**src/rtl/stage3_ex_fu_pipe.sv**
```systemverilog
// stage3_ex_fu_pipe: execute-stage back end for the 3-stage pipeline.
// Issues one operation per cycle to NUM_FU functional units. FU0 is a
// single-cycle ALU. The other FUs are multi-cycle and use a start/busy handshake.
// Results travel down a DEPTH-deep result register chain that supports stall and flush.
// The block also answers rs1/rs2 forwarding lookups against every stage.
// Optional feature macro: STAGE3_FU_PERF_EN adds per-FU busy-cycle counters.
module stage3_ex_fu_pipe #(
   parameter int NUM_FU = 4,
   parameter int WORD_W = 32,
   parameter int DEPTH  = 2,
   localparam int SEL_W = (NUM_FU > 1) ? $clog2(NUM_FU) : 1
) (
   input  logic                     CLK,
   input  logic                     nRST,
   input  logic                     in_valid,
   output logic                     in_ready,
   input  logic [SEL_W-1:0]         in_fu_sel,
   input  logic [4:0]               in_rd,
   input  logic                     in_reg_write,
   input  logic [WORD_W-1:0]        in_pc,
   output logic [NUM_FU-1:0]        fu_start,
   output logic [NUM_FU-1:0]        fu_abort,
   input  logic [NUM_FU-1:0]        fu_busy,
   input  logic [NUM_FU*WORD_W-1:0] fu_result,
   input  logic                     stall,
   input  logic                     flush,
   output logic                     ex_busy,
   input  logic [4:0]               lookup_rs1,
   input  logic [4:0]               lookup_rs2,
   output logic                     fwd_rs1_hit,
   output logic                     fwd_rs2_hit,
   output logic [WORD_W-1:0]        fwd_rs1_data,
   output logic [WORD_W-1:0]        fwd_rs2_data,
`ifdef STAGE3_FU_PERF_EN
   output logic [NUM_FU*32-1:0]     fu_busy_cycles,
`endif
   output logic                     out_valid,
   output logic                     out_reg_write,
   output logic [4:0]               out_rd,
   output logic [WORD_W-1:0]        out_pc,
   output logic [WORD_W-1:0]        out_data
);

   typedef enum logic [1:0] {IDLE, WAIT, HOLD} state_t;

   state_t            r_state, w_nextState;
   logic [SEL_W-1:0]  r_sel, w_selEff;
   logic              r_first;
   logic [4:0]        r_rd;
   logic              r_regW;
   logic [WORD_W-1:0] r_pc, r_res;

   logic              w_accept, w_done, w_push;
   logic [4:0]        w_pushRd;
   logic              w_pushRegW;
   logic [WORD_W-1:0] w_pushPc, w_pushData, w_fuRes;

   logic              r_stValid [DEPTH];
   logic              r_stRegW  [DEPTH];
   logic [4:0]        r_stRd    [DEPTH];
   logic [WORD_W-1:0] r_stPc    [DEPTH];
   logic [WORD_W-1:0] r_stData  [DEPTH];

   assign in_ready = (r_state == IDLE) && !stall && !flush;
   assign w_accept = in_valid && in_ready;
   assign ex_busy  = (r_state != IDLE);
   assign w_fuRes  = fu_result[int'(r_sel)*WORD_W +: WORD_W];
   assign w_done   = (r_state == WAIT) && !r_first && !fu_busy[r_sel];

   // Map out-of-range FU selects onto the ALU.
   always_comb begin
      w_selEff = in_fu_sel;
      if (int'(in_fu_sel) >= NUM_FU) w_selEff = '0;
   end

   // Next-state, start/abort pulses and the entry pushed into stage 0.
   always_comb begin
      w_nextState = r_state;
      fu_start    = '0;
      fu_abort    = '0;
      w_push      = 1'b0;
      w_pushRd    = r_rd;
      w_pushRegW  = r_regW;
      w_pushPc    = r_pc;
      w_pushData  = r_res;
      if (flush) begin
         w_nextState = IDLE;
         if (r_state == WAIT) fu_abort[r_sel] = 1'b1;
      end else begin
         case (r_state)
            IDLE: begin
               if (w_accept) begin
                  if (w_selEff == '0) begin
                     w_push     = 1'b1;
                     w_pushRd   = in_rd;
                     w_pushRegW = in_reg_write;
                     w_pushPc   = in_pc;
                     w_pushData = fu_result[WORD_W-1:0];
                  end else begin
                     fu_start[w_selEff] = 1'b1;
                     w_nextState        = WAIT;
                  end
               end
            end
            WAIT: begin
               if (w_done) begin
                  if (!stall) begin
                     w_push      = 1'b1;
                     w_pushData  = w_fuRes;
                     w_nextState = IDLE;
                  end else begin
                     w_nextState = HOLD;
                  end
               end
            end
            HOLD: begin
               if (!stall) begin
                  w_push      = 1'b1;
                  w_nextState = IDLE;
               end
            end
            default: w_nextState = IDLE;
         endcase
      end
   end

   // FSM state register.
   always_ff @(posedge CLK or negedge nRST) begin
      if (!nRST) r_state <= IDLE;
      else       r_state <= w_nextState;
   end

   // Saved multi-cycle context. The result is latched when completion collides with a stall.
   always_ff @(posedge CLK or negedge nRST) begin
      if (!nRST) begin
         r_sel   <= '0;
         r_first <= 1'b0;
         r_rd    <= '0;
         r_regW  <= 1'b0;
         r_pc    <= '0;
         r_res   <= '0;
      end else if (!flush) begin
         if ((r_state == IDLE) && w_accept && (w_selEff != '0)) begin
            r_sel   <= w_selEff;
            r_first <= 1'b1;
            r_rd    <= in_rd;
            r_regW  <= in_reg_write;
            r_pc    <= in_pc;
         end else if (r_state == WAIT) begin
            r_first <= 1'b0;
            if (w_done && stall) r_res <= w_fuRes;
         end
      end
   end

   // Result register chain: flush kills everything, stall freezes, otherwise shift.
   always_ff @(posedge CLK or negedge nRST) begin
      if (!nRST) begin
         for (int k = 0; k < DEPTH; k++) begin
            r_stValid[k] <= 1'b0;
            r_stRegW[k]  <= 1'b0;
            r_stRd[k]    <= '0;
            r_stPc[k]    <= '0;
            r_stData[k]  <= '0;
         end
      end else if (flush) begin
         for (int k = 0; k < DEPTH; k++) r_stValid[k] <= 1'b0;
      end else if (!stall) begin
         for (int k = 1; k < DEPTH; k++) begin
            r_stValid[k] <= r_stValid[k-1];
            r_stRegW[k]  <= r_stRegW[k-1];
            r_stRd[k]    <= r_stRd[k-1];
            r_stPc[k]    <= r_stPc[k-1];
            r_stData[k]  <= r_stData[k-1];
         end
         r_stValid[0] <= w_push;
         r_stRegW[0]  <= w_pushRegW;
         r_stRd[0]    <= w_pushRd;
         r_stPc[0]    <= w_pushPc;
         r_stData[0]  <= w_pushData;
      end
   end

   // Forwarding scan: the loop walks oldest to youngest so the youngest match wins.
   always_comb begin
      fwd_rs1_hit  = 1'b0;
      fwd_rs1_data = '0;
      fwd_rs2_hit  = 1'b0;
      fwd_rs2_data = '0;
      for (int k = DEPTH-1; k >= 0; k--) begin
         if (r_stValid[k] && r_stRegW[k] && (r_stRd[k] == lookup_rs1) && (lookup_rs1 != 5'd0)) begin
            fwd_rs1_hit  = 1'b1;
            fwd_rs1_data = r_stData[k];
         end
         if (r_stValid[k] && r_stRegW[k] && (r_stRd[k] == lookup_rs2) && (lookup_rs2 != 5'd0)) begin
            fwd_rs2_hit  = 1'b1;
            fwd_rs2_data = r_stData[k];
         end
      end
   end

   assign out_valid     = r_stValid[DEPTH-1];
   assign out_reg_write = r_stRegW[DEPTH-1];
   assign out_rd        = r_stRd[DEPTH-1];
   assign out_pc        = r_stPc[DEPTH-1];
   assign out_data      = r_stData[DEPTH-1];

`ifdef STAGE3_FU_PERF_EN
   logic [31:0] r_busyCnt [NUM_FU];

   // Saturating per-FU busy-cycle counters. A flush does not clear them.
   always_ff @(posedge CLK or negedge nRST) begin
      if (!nRST) begin
         for (int i = 0; i < NUM_FU; i++) r_busyCnt[i] <= '0;
      end else begin
         for (int i = 0; i < NUM_FU; i++) begin
            if ((r_state != IDLE) && (int'(r_sel) == i) && (r_busyCnt[i] != 32'hFFFF_FFFF))
               r_busyCnt[i] <= r_busyCnt[i] + 32'd1;
         end
      end
   end

   // Pack the counters onto the flat output port.
   always_comb begin
      fu_busy_cycles = '0;
      for (int i = 0; i < NUM_FU; i++) fu_busy_cycles[i*32 +: 32] = r_busyCnt[i];
   end
`endif

endmodule

```
**config.mk**
```make
export PLATFORM = sky130hd
export DESIGN_NAME = stage3_ex_fu_pipe
export DESIGN_NICKNAME = d
export VERILOG_FILES = /design/src/rtl/stage3_ex_fu_pipe.sv
export SDC_FILE = /design/constraint.sdc
export NUM_CORES = 1
export LEC_CHECK = 0
export ABC_CLOCK_PERIOD_IN_PS = 2200
export BUFFER_PORTS_ARGS = -buffer_cell sky130_fd_sc_hd__clkbuf_2
export CAP_MARGIN = 20
export CORE_UTILIZATION = 43
export CTS_CLUSTER_DIAMETER = 80
export CTS_CLUSTER_SIZE = 8
export DETAILED_ROUTE_END_ITERATION = 10
export PLACE_DENSITY = 0.71
export SETUP_SLACK_MARGIN = 0.4
export SYNTH_ARGS = -nofsm -noshare
export SYNTH_HDL_FRONTEND = slang
export SYNTH_SLANG_ARGS = --single-unit
```
**constraint.sdc**
```tcl
create_clock -name CLK -period 2.2 [get_ports CLK]
set_clock_uncertainty 0.1 [all_clocks]
set_input_delay 0.11 -clock CLK [delete_from_list [all_inputs] [get_ports CLK]]
set_output_delay 0.11 -clock CLK [all_outputs]
set_load 0.05 [all_outputs]
```
==> results.sh, run 1 <==
export IMPL_outcome="finished, violations left"
export IMPL_violations="setup timing"
export IMPL_worstMarginPinSlew_ps=497
export IMPL_syn_nets=1341
export IMPL_rsz0062_at_grt="true"
export IMPL_hold_slack_ps=84.0
export IMPL_clkPwrFrac_pct=25.9
export IMPL_h_tree_depth=1
export IMPL_synth_distinct_cells=46
export IMPL_synthCells=1154
export IMPL_dp_hpwl_um=23500
export IMPL_min_period_over_period_pct=121
export IMPL_dieWidth_um=167
export IMPL_maxSlewViolCount=0
export IMPL_r2r_start="r_state[0]"
export IMPL_cp_startpoint="r_stRd[5]"
export IMPL_critPathSlowestCell="nor4_4"
export IMPL_design_area_um2=19400
export IMPL_synth_ff_type="dfrtp_1"
export IMPL_drt_initial_drc_count=1178
export IMPL_start_util_pct=43.8
export IMPL_core_area_um2=26900
export IMPL_hold_path_class="in -> reg"
export IMPL_maxCapViolCount=0
export IMPL_final_util_pct=72.3
export IMPL_required_ps=1990
export IMPL_combPwrFrac_pct=36.1
export IMPL_setup_viol=66
export IMPL_place_area_um2=14000
export IMPL_drive_gt1_share_pct=45.4
export IMPL_grt_max_degree=85
export IMPL_area_growth_pct=65.2
export IMPL_synth_enable_flop_cells=0
export IMPL_critPathMaxStageDelay_ps=430
export IMPL_critical_path_buf_inv_count=2
export IMPL_ys_warn_count=0
export IMPL_drt_antenna_violating_nets=0
export IMPL_grt_pass1_wl_um=70700
export IMPL_crit_path_max_fanout=26
export IMPL_async_flop_share_pct=100
export IMPL_cts_inserted_buffers=31
export IMPL_max_freq_mhz=377
export IMPL_p_leak_uw=0.00977
export IMPL_vdd_drop_max_uv=722
export IMPL_clk_pin_slew_ps=50
export IMPL_p_switching_uw=6180
export IMPL_gp_congestion=0.880
export IMPL_final_cell_mix="nand2_1, clkbuf_2, dfrtp_1"
export IMPL_arrival_ps=2450
export IMPL_numPortBuffers=332
export IMPL_grt_usage_pct=32.9
export IMPL_via_per_inst=5.99
export IMPL_startpoint_type="flip-flop"
export IMPL_synth_seq_cells=217
export IMPL_die_area_um2=28000
export IMPL_p_per_area_nw_per_um2=842
export IMPL_cp_num_cells=6
export IMPL_swShare_pct=37.8
export IMPL_slew_headroom_pct=66.7
export IMPL_cts_root_buf="clkbuf_16"
export IMPL_drc=0
export IMPL_r2r_end="r_stData[41]"
export IMPL_yosysTopAreaCellShare_pct=46.2
export IMPL_internal_power_uw=10200
export IMPL_routed_wl_um=51100
export IMPL_hold_viol=0
export IMPL_die_h_um=167
export IMPL_ys_top_cells_by_area="dfrtp_1, nand2_1, mux2_2, mux4_2, buf_4"
export IMPL_synth_seq_area_share_pct=46.2
export IMPL_r2r_slack_ps=140
export IMPL_min_period_ps=2660
export IMPL_clk_latency_ps=550
export IMPL_finalNetCount=1849
export IMPL_ff2ff_path_depth=8
export IMPL_cp_top_family="simple AND/OR/NAND/NOR gates"
export IMPL_cts_tree="yes"
export IMPL_cp_endpoint="fwd_rs2_data[23]"
export IMPL_rows=60
export IMPL_synth_area_per_cell_um2=10.2
export IMPL_layout_commonest_cell="nand2_1"
export IMPL_netlist_area_um2=11800
export IMPL_overflow=0
export IMPL_worstPathCellList="xor2_1, nor4_4, nand3_4, buf_12, mux2_4, clkbuf_8"
export IMPL_clockBufferDepth=3
export IMPL_vias=12024
export IMPL_critical_path_class="reg -> out"
export IMPL_antenna_found_initial=3
export IMPL_route_detailed_wl_per_inst_um=25.4
export IMPL_end_kind="output pin"
export IMPL_final_setup_tns_ps=-24550
export IMPL_first_pass_iters=5
export IMPL_ios=334
export IMPL_seqPwrFrac_pct=38.1
export IMPL_grt_pass1_vias=12235
export IMPL_fill_cells=1638
export IMPL_cts_sinks=217
export IMPL_synth_top_cell_by_area="dfrtp_1"
export IMPL_setup_slack_ps=-455
Yosys cell counts, types with 3 or more instances:
library cell  instances
nor3_1                6
mux2_4               19
mux2_1                4
and3_1               60
clkbuf_1             43
nor2_1               49
mux4_2               32
a21oi_1               4
a221o_1              31
o21ai_0              20
nand2_1             326
dfrtp_1             217
nor2b_1               3
nand3_1              12
xor2_1               18
mux2i_1               3
buf_4                71
mux2_2              104
a31oi_1              38
nor4_1                3
inv_1                 4
a22o_1               19
nand4_1               8
buf_2                33
cell type report:
cell class	count	area [um^2]	area share, %
antenna	2	5.00	0.0258
clock buffer	35	791	4.07
sequential	217	5440	28.0
multi-input combinational	783	6630	34.1
tap	341	427	2.20
inverter	4	18.8	0.0966
timing repair buffer	625	6090	31.3
clock inverter	2	28.8	0.148
per-stage QoR:
stage                     std cells  total power [uW]  setup WS [ps]
final                          2009             16400           -455
after global routing           2008             17000           -525
after CTS                      1979             15500           -438
after detailed placement       1716             10400           97.5
after global placement         1716             10300            136
after floorplan                1154              9430           27.3
kinds of logic after synthesis:
| kind of cell | synth area share, % |
|---|---|
| flops | 46.2 |
| other cells | 0.0319 |
| buf+inv | 7.66 |
| xor+xnor | 1.49 |
| compound gates | 7.88 |
| simple gates | 17.6 |
| mux | 19.1 |
power groups by stage:
stage | Combinational, uW | Clock (uW) | Sequential, uW
2_1_floorplan | 3680 | 0 | 5760
3_3_place_gp | 4220 | 0 | 6040
3_5_place_dp | 4320 | 0 | 6100
4_1_cts | 5230 | 4250 | 6040
5_1_grt | 6190 | 4460 | 6300
6_report | 5900 | 4230 | 6230
tightest hold or removal path, delay by kind of cell:
kind	cells	cell delay, ps
AND/OR/NAND/NOR	1	60
AO/OA/AOI/OAI	1	120
buffers and inverters	2	390
registers in the layout (all words and copies together) (netlist names), 2 cells and up:
name and flops:
out_data 32, out_pc 32, out_rd 5, r_pc 32, r_rd 5, r_res 32, r_sel 2, r_stData 32
r_stPc 32, r_stRd 5, r_state 2
how the worst min path moves through the flow:
stage	cells after the start	end	start	slack (ps)
floorplan	0	out_data[0]	nRST	-290
global route	5	out_pc[4]	stall	100
detailed placement	1	out_data[17]	nRST	-30
global placement	1	out_data[17]	nRST	-30
finish	4	r_stPc[35]	stall	80
CTS	3	r_res[31]	stall	30
what timing repair did:
action | in CTS | in global routing
cloned | 18 | 10
endpoints found under the hold margin | 363 | 0
pin swaps | 35 | 104
hold buffers | 174 | 0
setup buffers | 34 | 18
resized for setup | 235 | 205
setup endpoints to repair | 171 | 220
routing by layer:
layer | routed length, um | part of all wire (%) | vias up | track usage, %
met5 | 32 | 0.063 | - | 0.174
li1 | - | - | 4967 | -
met4 | 3490 | 6.8 | 4 | 20.0
met1 | 18100 | 35 | 5876 | 37.3
met3 | 4640 | 9.1 | 293 | 9.00
met2 | 24800 | 49 | 884 | 55.4
(Power assumes the default switching activity.)
==> run 2, diff against run 1 <==
--- a/config.mk
+++ b/config.mk
@@ -8,7 +8,9 @@
 export ABC_CLOCK_PERIOD_IN_PS = 2200
 export BUFFER_PORTS_ARGS = -buffer_cell sky130_fd_sc_hd__clkbuf_2
 export CAP_MARGIN = 20
+export CORE_MARGIN = 4
 export CORE_UTILIZATION = 43
+export CTS_BUF_LIST = sky130_fd_sc_hd__clkbuf_8 sky130_fd_sc_hd__clkbuf_16
 export CTS_CLUSTER_DIAMETER = 80
 export CTS_CLUSTER_SIZE = 8
 export DETAILED_ROUTE_END_ITERATION = 10
==> results.sh, run 2 (synthesis results as in run 1) <==
export IMPL_die_h_um=173
export IMPL_area_growth_pct=67.0
export IMPL_rows=60
export IMPL_rsz0062_at_grt="true"
export IMPL_antenna_found_initial=3
export IMPL_grt_pass1_vias=12683
export IMPL_startpoint_type="flip-flop"
export IMPL_ios=334
export IMPL_start_util_pct=43.6
export IMPL_cp_endpoint="fwd_rs1_data[1]"
export IMPL_maxSlewViolCount=0
export IMPL_slew_headroom_pct=54.0
export IMPL_via_per_inst=6.03
export IMPL_use_met2_pct=53.1
export IMPL_total_power_uw=16500
export IMPL_overflow=0
export IMPL_clk_pin_slew_ps=60
export IMPL_grt_pass1_wl_um=74600
export IMPL_layout_commonest_cell="nand2_1"
export IMPL_final_cells=2020
export IMPL_r2r_start="r_sel[1]"
export IMPL_design_area_um2=19600
export IMPL_r2r_end="r_stData[37]"
export IMPL_dieWidth_um=173
export IMPL_drive_gt1_share_pct=45.9
export IMPL_ff2ff_path_depth=6
export IMPL_core_area_um2=27000
export IMPL_min_period_ps=2640
export IMPL_hold_viol=0
export IMPL_drt_initial_drc_count=1419
export IMPL_outcome="finished, violations left"
export IMPL_dp_hpwl_um=24600
export IMPL_grt_max_degree=68
export IMPL_critical_path_class="reg -> out"
export IMPL_violations="setup timing"
export IMPL_hold_path_class="in -> async"
export IMPL_max_freq_mhz=379
export IMPL_first_pass_iters=6
export IMPL_arrival_ps=2430
export IMPL_regArea_um2=5440
export IMPL_numPortBuffers=332
export IMPL_drt_antenna_violating_nets=0
export IMPL_grt_use_met1_pct=36.4
export IMPL_end_kind="output pin"
export IMPL_busiest_layer="met2"
export IMPL_required_ps=1990
export IMPL_grt_usage_pct=31.5
export IMPL_cts_sinks=217
export IMPL_vdd_drop_max_uv=730
export IMPL_worstMarginPinSlew_ps=691
export IMPL_setup_slack_ps=-438
export IMPL_gp_congestion=0.846
export IMPL_r2r_slack_ps=100
export IMPL_finalNetCount=1858
export IMPL_hold_slack_ps=24.7
export IMPL_clk_latency_ps=560
export IMPL_cts_inserted_buffers=31
export IMPL_fill_cells=1562
export IMPL_numPlacedInstances=1716
export IMPL_cts_root_buf="clkbuf_16"
export IMPL_vias=12176
export IMPL_drc=0
export IMPL_die_area_um2=30100
export IMPL_place_area_um2=14000
export IMPL_h_tree_depth=1
export IMPL_route_detailed_wl_per_inst_um=26.1
export IMPL_gr_usage_met3_pct=6.50
export IMPL_crit_path_max_fanout=16
export IMPL_maxCapViolCount=0
export IMPL_cts_tree="yes"
export IMPL_multi_input_area_um2=6600
export IMPL_setup_viol=66
export IMPL_min_period_over_period_pct=120
export IMPL_routed_wl_um=52800
export IMPL_final_cell_mix="nand2_1, clkbuf_2, dfrtp_1"
export IMPL_cp_startpoint="out_rd[0]"
export IMPL_p_per_area_nw_per_um2=838
export IMPL_p_leak_uw=0.00989
export IMPL_clockBufferDepth=3
## run 2: cell types whose count changed in the layout (fill, tap and decap cells not counted), moves of 3 or more
| cell | previous run | this run |
|---|---|---|
| buf_6 | 33 | 27 |
| a31oi_4 | 8 | 5 |
| a31oi_1 | 30 | 33 |
| buf_12 | 30 | 39 |
| clkbuf_16 | 45 | 51 |
| inv_1 | 2 | 7 |
| buf_4 | 30 | 34 |
| clkbuf_1 | 4 | 0 |
## run 2: worst min path at each step
stage,start,cells past startpoint,end
after floorplan,nRST,0,out_data[0]
after global placement,nRST,1,r_pc[13]
after detailed placement,nRST,1,r_pc[13]
after CTS,fu_result[99],3,r_res[3]
after global routing,fu_result[99],3,r_res[3]
final,nRST,2,r_pc[13]
## run 2: cell type report
cell class                 count  share of cell area (%)
antenna                        4                  0.0510
inverter                       4                  0.0955
clock buffer                  31                    3.95
timing repair buffer         633                    32.2
tap                          341                    2.17
clock inverter                 6                   0.223
sequential                   217                    27.7
multi-input combinational    784                    33.6
## run 2: metrics by stage
stage,setup TNS (ps),utilization (%),worst slack (ps)
floorplan,0,-,27.3
global placement,0,52.1,102
finish,-26080,72.9,-438
CTS,-24180,69.7,-393
global route,-30760,72.9,-575
detailed placement,0,52.1,100
## run 2: report_power, final
part,internal (uW),switching (uW)
Clock,2470,1750
Sequential,5110,1120
Combinational,2660,3340
## run 2: worst max-delay path: stages (launching register included)
cell,delay (ps)
dfrtp_2,450
xor2_1,200
nor4_4,270
buf_4,190
buf_12,160
and3_1,220
mux2_2,210
buf_8,160
## run 2: metal layers
metal  up-vias  wire, um
met5         -         0
met1      5883     17900
met3       329      5190
li1       4992         -
met2       972     25600
met4         0      4110
## run 2: timing repair
action | in CTS | in global routing
cloned | 22 | 16
resized for setup | 303 | 126
hold endpoints to repair | 362 | 0
setup buffers | 43 | 11
setup endpoints to repair | 145 | 215
hold buffers | 171 | 0
pin swaps | 82 | 82
